$ cat src/rtl/aes_axis_pkg.sv
// Shared definitions for the AES AXI4-Stream input/output adapters.
//   - default block and stream widths plus the derived word counts
//   - lane_byte_idx(): which block byte lands on a given stream word/lane
//   - tx_state_e: output serializer FSM states
package aes_axis_pkg;

  localparam int BLK_S_DEF     = 128;
  localparam int DATA_W_DEF    = 32;
  localparam int WORDS_PER_BLK = BLK_S_DEF / DATA_W_DEF;
  localparam int LAST_WORD     = WORDS_PER_BLK - 1;

  typedef enum logic {
    IDLE = 1'b0,
    SEND = 1'b1
  } tx_state_e;

  // Little-endian lanes: lane j of word k carries block byte (DATA_W/8)*k + j.
  // The input deserializer uses the same mapping, so a block survives a
  // round trip through both adapters unchanged.
  function automatic int lane_byte_idx(input int word, input int lane, input int data_w);
    return (data_w / 8) * word + lane;
  endfunction

endpackage

$ cat src/rtl/aes_blk_fifo.sv
// Block buffer between the AES core result and the stream serializer.
//   clk, reset     : single clock, synchronous active-high reset
//   push, wr_data  : write an entry (ignored when full)
//   pop            : retire the head entry (ignored when empty)
//   rd_data        : head entry, valid whenever !empty
//   full, empty    : occupancy flags derived from the registered count
//   count_next     : occupancy after the current edge, used by the FSM to
//                    enter/leave SEND without a bubble
module aes_blk_fifo #(
  parameter int W     = 129,
  parameter int DEPTH = 2
) (
  input  logic                     clk,
  input  logic                     reset,
  input  logic                     push,
  input  logic [W-1:0]             wr_data,
  input  logic                     pop,
  output logic [W-1:0]             rd_data,
  output logic                     full,
  output logic                     empty,
  output logic [$clog2(DEPTH):0]   count_next
);

  localparam int PTR_W = $clog2(DEPTH);
  localparam int CNT_W = PTR_W + 1;

  logic [W-1:0]     mem [DEPTH];
  logic [PTR_W-1:0] wr_ptr;
  logic [PTR_W-1:0] rd_ptr;
  logic [CNT_W-1:0] count;
  logic             do_push;
  logic             do_pop;

  always_comb begin
    full       = (count == CNT_W'(DEPTH));
    empty      = (count == '0);
    do_push    = push && !full;
    do_pop     = pop && !empty;
    count_next = count + CNT_W'(do_push) - CNT_W'(do_pop);
    rd_data    = mem[rd_ptr];
  end

  // DEPTH is a power of two, so pointers wrap naturally.
  always_ff @(posedge clk) begin
    if (reset) begin
      wr_ptr <= '0;
      rd_ptr <= '0;
      count  <= '0;
    end else begin
      if (do_push) wr_ptr <= wr_ptr + PTR_W'(1);
      if (do_pop)  rd_ptr <= rd_ptr + PTR_W'(1);
      count <= count_next;
    end
  end

  // Storage is not cleared; entries are only visible through valid pointers.
  always_ff @(posedge clk) begin
    if (!reset && do_push) mem[wr_ptr] <= wr_data;
  end

endmodule

$ cat src/rtl/aes_axis_tx.sv
// Output serializer of the AES AXI4-Stream accelerator.
// Takes one 128-bit result block per aes_done strobe, buffers up to
// BUF_DEPTH blocks and emits each as BLK_S/DATA_W stream words.
//   clk, reset        : single clock, synchronous active-high reset
//   blk_data          : result block, byte 0 = blk_data[0:7]
//   blk_valid         : one-cycle strobe, blk_data/blk_last valid
//   blk_last          : block ends a packet (tlast on its final word)
//   blk_ready         : buffer can take a block this cycle
//   m_axis_*          : AXI4-Stream master
//   overflow          : sticky, a block arrived while blk_ready was 0
//   busy              : buffer holds at least one block
//   dbg_state         : current serializer FSM state
//
// Handshake: a stream word transfers on a rising edge where tvalid and tready
// are both 1. Once tvalid is raised it stays up, with tdata/tlast unchanged,
// until that transfer happens (only reset can drop it). A block is taken on a
// rising edge where blk_valid and blk_ready are both 1; blk_valid with
// blk_ready low drops the block and sets overflow.
module aes_axis_tx
  import aes_axis_pkg::*;
#(
  parameter int BLK_S     = BLK_S_DEF,
  parameter int DATA_W    = DATA_W_DEF,
  parameter int BUF_DEPTH = 2
) (
  input  logic                 clk,
  input  logic                 reset,
  input  logic [0:BLK_S-1]     blk_data,
  input  logic                 blk_valid,
  input  logic                 blk_last,
  output logic                 blk_ready,
  output logic [DATA_W-1:0]    m_axis_tdata,
  output logic                 m_axis_tvalid,
  input  logic                 m_axis_tready,
  output logic                 m_axis_tlast,
  output logic                 overflow,
  output logic                 busy,
  output tx_state_e            dbg_state
);

  localparam int N_WORDS  = BLK_S / DATA_W;
  localparam int LAST_IDX = N_WORDS - 1;
  localparam int IDX_W    = (N_WORDS > 1) ? $clog2(N_WORDS) : 1;
  localparam int CNT_W    = $clog2(BUF_DEPTH) + 1;
  localparam int ENTRY_W  = BLK_S + 1;

  tx_state_e          state;
  tx_state_e          state_next;
  logic [IDX_W-1:0]   word_idx;
  logic               ready_en;
  logic               push;
  logic               pop;
  logic               on_last_word;
  logic [ENTRY_W-1:0] head;
  logic [0:BLK_S-1]   head_data;
  logic               head_last;
  logic               fifo_full;
  logic               fifo_empty;
  logic [CNT_W-1:0]   count_next;
  logic [DATA_W-1:0]  lane_data;

  // ready_en keeps blk_ready low for the cycle right after reset.
  assign blk_ready    = ready_en && !fifo_full;
  assign push         = blk_valid && blk_ready;
  assign on_last_word = (word_idx == IDX_W'(LAST_IDX));
  assign pop          = (state == SEND) && m_axis_tready && on_last_word;
  assign busy         = !fifo_empty;
  assign dbg_state    = state;

  // Entry layout: block in the upper bits (byte 0 at the top), last flag at bit 0.
  assign head_data = head[ENTRY_W-1:1];
  assign head_last = head[0];

  aes_blk_fifo #(
    .W     (ENTRY_W),
    .DEPTH (BUF_DEPTH)
  ) u_fifo (
    .clk        (clk),
    .reset      (reset),
    .push       (push),
    .wr_data    ({blk_data, blk_last}),
    .pop        (pop),
    .rd_data    (head),
    .full       (fifo_full),
    .empty      (fifo_empty),
    .count_next (count_next)
  );

  // State register
  always_ff @(posedge clk) begin
    if (reset) state <= IDLE;
    else       state <= state_next;
  end

  // Next state. Looking at the post-edge count lets a block accepted at edge N
  // be on the bus in the very next cycle and lets back-to-back blocks stream
  // without an idle cycle.
  always_comb begin
    state_next = state;
    case (state)
      IDLE:    if (count_next != '0) state_next = SEND;
      SEND:    if (pop && count_next == '0) state_next = IDLE;
      default: state_next = IDLE;
    endcase
  end

  // Word lane mux for the head block.
  always_comb begin
    lane_data = '0;
    for (int j = 0; j < DATA_W / 8; j++) begin
      lane_data[8*j +: 8] = head_data[8*lane_byte_idx(int'(word_idx), j, DATA_W) +: 8];
    end
  end

  // Outputs
  always_comb begin
    m_axis_tvalid = 1'b0;
    m_axis_tdata  = '0;
    m_axis_tlast  = 1'b0;
    if (state == SEND) begin
      m_axis_tvalid = 1'b1;
      m_axis_tdata  = lane_data;
      m_axis_tlast  = on_last_word && head_last;
    end
  end

  // Word index, overflow flag, ready enable
  always_ff @(posedge clk) begin
    if (reset) begin
      word_idx <= '0;
      overflow <= 1'b0;
      ready_en <= 1'b0;
    end else begin
      ready_en <= 1'b1;
      if (blk_valid && !blk_ready) overflow <= 1'b1;
      if (state == SEND && m_axis_tready) begin
        if (on_last_word) word_idx <= '0;
        else              word_idx <= word_idx + IDX_W'(1);
      end
    end
  end

endmodule

$ cat config.mk
export PLATFORM = sky130hd
export DESIGN_NAME = aes_axis_tx
export DESIGN_NICKNAME = d
export VERILOG_FILES = /design/src/rtl/aes_axis_pkg.sv /design/src/rtl/aes_blk_fifo.sv /design/src/rtl/aes_axis_tx.sv
export SDC_FILE = /design/constraint.sdc
export NUM_CORES = 1
export LEC_CHECK = 0
export CAP_MARGIN = 20
export CORE_MARGIN = 5
export CORE_UTILIZATION = 48
export DETAILED_ROUTE_END_ITERATION = 8
export PLACE_DENSITY_LB_ADDON = 0.12
export SYNTH_ARGS = -nofsm -noshare
export SYNTH_HDL_FRONTEND = slang
export SYNTH_SLANG_ARGS = --single-unit
$ cat constraint.sdc
create_clock -name clk -period 13.73 [get_ports clk]
set_input_delay 1.373 -clock clk [delete_from_list [all_inputs] [get_ports clk]]
set_output_delay 1.373 -clock clk [all_outputs]
set_load 0.005 [all_outputs]
==> impl_metrics.ini, run 1 <==
[run_status]
status = finished clean

[layout]
final_cell_mix = 258 x edfxtp_1, 170 x clkdlybuf4s50_1, 35 x inv_1, 35 x mux2_2, 35 x a21oi_1
final_common_cell = edfxtp_1
nets = 844
areaGrowthSynthToFinish_pct = 25.0
layout-drive-gt1-share_pct = 17.9
final_util_pct = 60.8
stdcell_count = 1006
fill_cells = 1609

[logic_synthesis]
synth-edff-count = 258
syn_inst = 537
syn_area_mm2 = 0.0106
post_synth_num_cell_types = 39
synth_fp_nets = 672
synth_flop_cell = edfxtp_1
ys_ff_latch = 268
synth.avg_cell_area_um2 = 19.8
async_reset_ff_share_pct = 0
ys_warn_count = 0
yosysSeqAreaShare_pct = 74.8

[detailed_routing]
via_count = 5478
dr.first_iter.drc_count = 290
ant_nets = 0
post_drt_wl_per_cell_um = 21.3
drc = 0
drt_wl_total_um = 21400
dr.pass1.iters = 4
viasPerCell = 5.45

[critical_path]
r2r-start = u_fifo.count[0]
cp_max_fo = 55
ff2ff_path_depth = 3
setup.worst_path.end_class = output pin
crit_type = flop to output pin
cp.arrival_ps = 3550
crit_required_ps = 12360
startpoint_type = flop
rrSetupSlack_ps = 10910

[die]
die_height_um = 159
io_pins = 171
die-area_mm2 = 0.0252
die_w_um = 159
start_util_pct = 48.7
row_count = 54
coreArea_mm2 = 0.0218

[global_routing]
overflow = 0
track_usage_pct = 16.5
grt_antenna_before_repair = 1
grt_max_degree = 77
grt_pass1_wl_um = 33400
grt_pass1_vias = 5997

[cts]
clock-root-buffer = clkbuf_16
clk_pin_slew_ps = 60
clockBufferDepth = 3
post_cts_buffers = 0
cts_buffers = 27
hold_buffers = 0
cts_tree = built
cts_num_sinks = 268
cts_resized = 0
worst_skew_pair.late_latency_ps = 520
cts_max_level = 1

[place]
gp_congestion = 0.732
dp_cells = 960
dp_hpwl_um = 13300
port_buffers = 170

[power]
finalPower_mw = 1.70
ir_drop_mv = 0.0954
powerDensity_mw_per_mm2 = 128
p_leak_nw = 4.40

[flow_run]
maxCapViolations = 0

[sta]
skew_ps = 10.2
fin_crit_ps = 4930
relSlewSlack_pct = 29.7
finalMaxSlewViolations = 0
hold_violations = 0
rsz0062_at_grt = no
fmax_mhz = 203
min_period_over_period_pct = 35.9
tightest_slew_ps = 1050
setup_viol = 0
setup_tns_ps = 0

[hold_path]
hold_depth = 1
hold_path_class = flop to flop
min_from = overflow
## sequential cells by signal, indices dropped and copies added, names as in the netlist, named ones only
signal	cells
u_fifo.mem	258
u_fifo.count	2
word_idx	2
dbg_state	1
overflow	1
ready_en	1
u_fifo.rd_ptr	1
u_fifo.wr_ptr	1
## report_power, final
part           leakage, nW  internal, mW  switching, mW
combinational         1.60        0.0690         0.0462
clock                0.379         0.378          0.277
sequential            2.43         0.916         0.0131
total                 4.40          1.36          0.336
## logic make-up (layout without fill, tap and decap cells)
group                      count (synthesis)  in the layout  share of synthesized area (%)
buffers and inverters                     67            255                           3.50
and+or+nand+nor                           24             24                           1.18
adders and majority gates                  2              2                          0.236
other                                      0              1                              0
DFF                                      268            268                           74.8
xor gates and xnor gates                   2              2                          0.165
AOI/OAI and AO/OA                         76             76                           4.95
muxes                                     98             98                           15.2
## cells in the mapped netlist, types with 2 or more instances
library cell / number / area, um2
mux2i_1: 2 / 20.0
buf_1: 3 / 11.3
buf_4: 2 / 15.0
edfxtp_1: 258 / 7750
ha_1: 2 / 25.0
mux2_4: 29 / 435
dfxtp_1: 10 / 200
o221ai_1: 32 / 280
mux2_2: 35 / 394
clkbuf_1: 5 / 18.8
buf_2: 14 / 70.1
buf_12: 4 / 80.1
nor2_1: 5 / 18.8
mux4_1: 11 / 289
nand2_1: 4 / 15.0
buf_6: 4 / 45.0
a21oi_1: 35 / 175
and2_1: 3 / 18.8
nor3_1: 3 / 15.0
mux4_2: 21 / 473
inv_1: 35 / 131
a21boi_0: 2 / 15.0
nand2b_1: 2 / 12.5
## worst max-delay path, cell delays in order, from the launching register on
cell,delay (ps)
dfxtp_4,840
buf_4,820
mux4_1,640
inv_1,70
a21oi_1,60
clkdlybuf4s50_1,510
## layer usage
metal | track usage, % | vias to the layer above | share of wire (%)
li1 | - | 2516 | -
met1 | 22.5 | 2771 | 43
met2 | 27.6 | 170 | 50
met3 | 3.19 | 21 | 5.9
met4 | 4.07 | 0 | 1.3
met5 | 0 | - | 0
## stage by stage
step | worst slack [ps] | instance area [um2] | hold slack (ps)
after floorplan | 4450 | 10600 | 464
after global placement | 9260 | 12500 | 461
after detailed placement | 9290 | 12500 | 466
after CTS | 8730 | 13300 | 485
after global routing | 8530 | 13300 | 506
final | 8800 | 13300 | 479
## worst paths after layout
path,endpoint
max reg2reg,u_fifo.mem[1][122]
min reg2reg,overflow
max,m_axis_tdata[7]
min,overflow
## layout make-up
class                           count  area [um2]  area share [%]
Clock inverter                      8        61.3           0.462
Timing Repair Buffer              175        1740            13.1
Tap cell                          280         350            2.64
Inverter                           35         131           0.989
Clock buffer                       37         713            5.37
Sequential cell                   268        7960            59.9
Multi-Input combinational cell    202        2320            17.5
Antenna cell                        1        2.50          0.0188
Note: power is estimated with default switching activity, not from simulation.
==> run 2: changes to the inputs <==
--- a/config.mk
+++ b/config.mk
@@ -7,7 +7,7 @@
 export LEC_CHECK = 0
 export CAP_MARGIN = 20
 export CORE_MARGIN = 5
-export CORE_UTILIZATION = 48
+export CORE_UTILIZATION = 53
 export DETAILED_ROUTE_END_ITERATION = 8
 export PLACE_DENSITY_LB_ADDON = 0.12
 export SYNTH_ARGS = -nofsm -noshare
==> constraint.sdc (replaced) <==
create_clock -name clk -period 4.6 [get_ports clk]
set_input_delay 0.46 -clock clk [delete_from_list [all_inputs] [get_ports clk]]
set_output_delay 0.46 -clock clk [all_outputs]
set_load 0.005 [all_outputs]
==> impl_metrics.ini, run 2 (same netlist as run 1, synthesis figures left out) <==
[layout]
areaGrowthSynthToFinish_pct = 26.3
largest_register = u_fifo.mem
final_cell_mix = 258 x edfxtp_1, 170 x clkdlybuf4s50_1, 35 x inv_1, 35 x mux2_2, 35 x a21oi_1
final_area_mm2 = 0.0134
nets = 849
final_common_cell = edfxtp_1
largest_registers = u_fifo.mem x258, u_fifo.count x2, word_idx x2
fill_cells = 1331
layout-drive-gt1-share_pct = 19.2
largest_reg_flops = 258

[detailed_routing]
ant_nets = 0
drt_wl_total_um = 21300
via_count = 5579
post_drt_wl_per_cell_um = 21.3
drc = 0
dr.first_iter.drc_count = 391
dr.pass1.iters = 4
viasPerCell = 5.58

[place]
dp_hpwl_um = 13700
port_buffers = 170
post_dp_cell_area_mm2 = 0.0126
gp_congestion = 0.781

[hold_path]
min_from = blk_data[4]
hold_depth = 1
hold_end = u_fifo.mem[1][124]
hold_path_class = input pin to flop

[sta]
tightest_slew_ps = 1040
hold_violations = 0
fin_crit_ps = 3740
relSlewSlack_pct = 30.6
setup_viol = 0
fmax_mhz = 268
setup_tns_ps = 0
min_period_over_period_pct = 81.2
skew_ps = 26.4
rsz0062_at_grt = no
finalMaxSlewViolations = 0

[cts]
cts_tree = built
cts_buffers = 28
clk_pin_slew_ps = 60
cts_resized = 0
clockBufferDepth = 3
cts_num_sinks = 268
post_cts_buffers = 0
cts_max_level = 1
worst_skew_pair.late_latency_ps = 540
hold_buffers = 0
clock-root-buffer = clkbuf_16

[die]
io_pins = 171
start_util_pct = 54.2
die_w_um = 152
coreArea_mm2 = 0.0196
die_height_um = 152
row_count = 51
die-area_mm2 = 0.0230

[critical_path]
r2r-start = word_idx[1]
ff2ff_path_depth = 6
crit_required_ps = 4140
setup.worst_path.end_class = output pin
timing.rr.end = dbg_state
cp_max_fo = 36
rrSetupSlack_ps = 2250
startpoint_type = flop
crit_type = flop to output pin
cp.arrival_ps = 3280

[power]
finalPower_mw = 5.23
p_leak_nw = 4.48
ir_drop_mv = 0.295
powerDensity_mw_per_mm2 = 389

[global_routing]
grt_pass1_wl_um = 32200
grt_max_degree = 69
track_usage_pct = 18.3
grt_antenna_before_repair = 3
grt_pass1_vias = 5924
overflow = 0

[run_status]
status = finished clean

[flow_run]
maxCapViolations = 0
-- run 2: power by group --
| group | leakage (nW) | internal (mW) | switching, mW |
|---|---|---|---|
| Clock | 0.429 | 1.23 | 0.881 |
| Sequential | 2.43 | 2.73 | 0.0287 |
| Combinational | 1.63 | 0.208 | 0.149 |
-- run 2: cell type report --
type                            instances  area [um2]  area share, %
Multi-Input combinational cell        202        2340           17.4
Inverter                               35         131          0.979
Clock inverter                         18         149           1.11
Tap cell                              265         332           2.47
Sequential cell                       268        7950           59.3
Clock buffer                           32         716           5.33
Antenna cell                            1        2.50         0.0186
Timing Repair Buffer                  179        1790           13.4
-- run 2: worst max path at each step --
stage                            from               end  slack (ps)  cells after the start
after floorplan             blk_valid  u_fifo.mem[0][0]        -550                      2
after global placement    word_idx[1]  m_axis_tdata[11]        1480                      4
after detailed placement  word_idx[1]  m_axis_tdata[14]        1420                      5
after CTS                 word_idx[1]  m_axis_tdata[16]         850                      5
after global routing      word_idx[1]  m_axis_tdata[15]         690                      5
final                     word_idx[1]  m_axis_tdata[15]         860                      5
-- run 2: stage by stage --
| step | hold WS (ps) | std cells | setup slack (ps) | utilization (%) |
|---|---|---|---|---|
| final | 498 | 1000 | 865 | 68.5 |
| after global routing | 477 | 999 | 690 | 68.5 |
| after CTS | 475 | 999 | 848 | 68.5 |
| after detailed placement | 496 | 949 | 1420 | 64.1 |
| after global placement | 489 | 949 | 1480 | 64.1 |
| after floorplan | 464 | 537 | -553 | - |
-- run 2: per-layer routing --
layer / vias to the layer above / wire length [um] / track usage [%]
li1: 2539 / - / -
met1: 2812 / 8940 / 25.0
met2: 181 / 10500 / 30.7
met3: 41 / 1370 / 4.07
met4: 6 / 405 / 4.27
met5: - / 34 / 0
-- run 2: critical path: stages (launching register included) --
cell,delay (ps)
dfxtp_2,840
or2_1,620
buf_4,390
o221ai_1,170
a21oi_1,190
clkdlybuf4s50_1,530
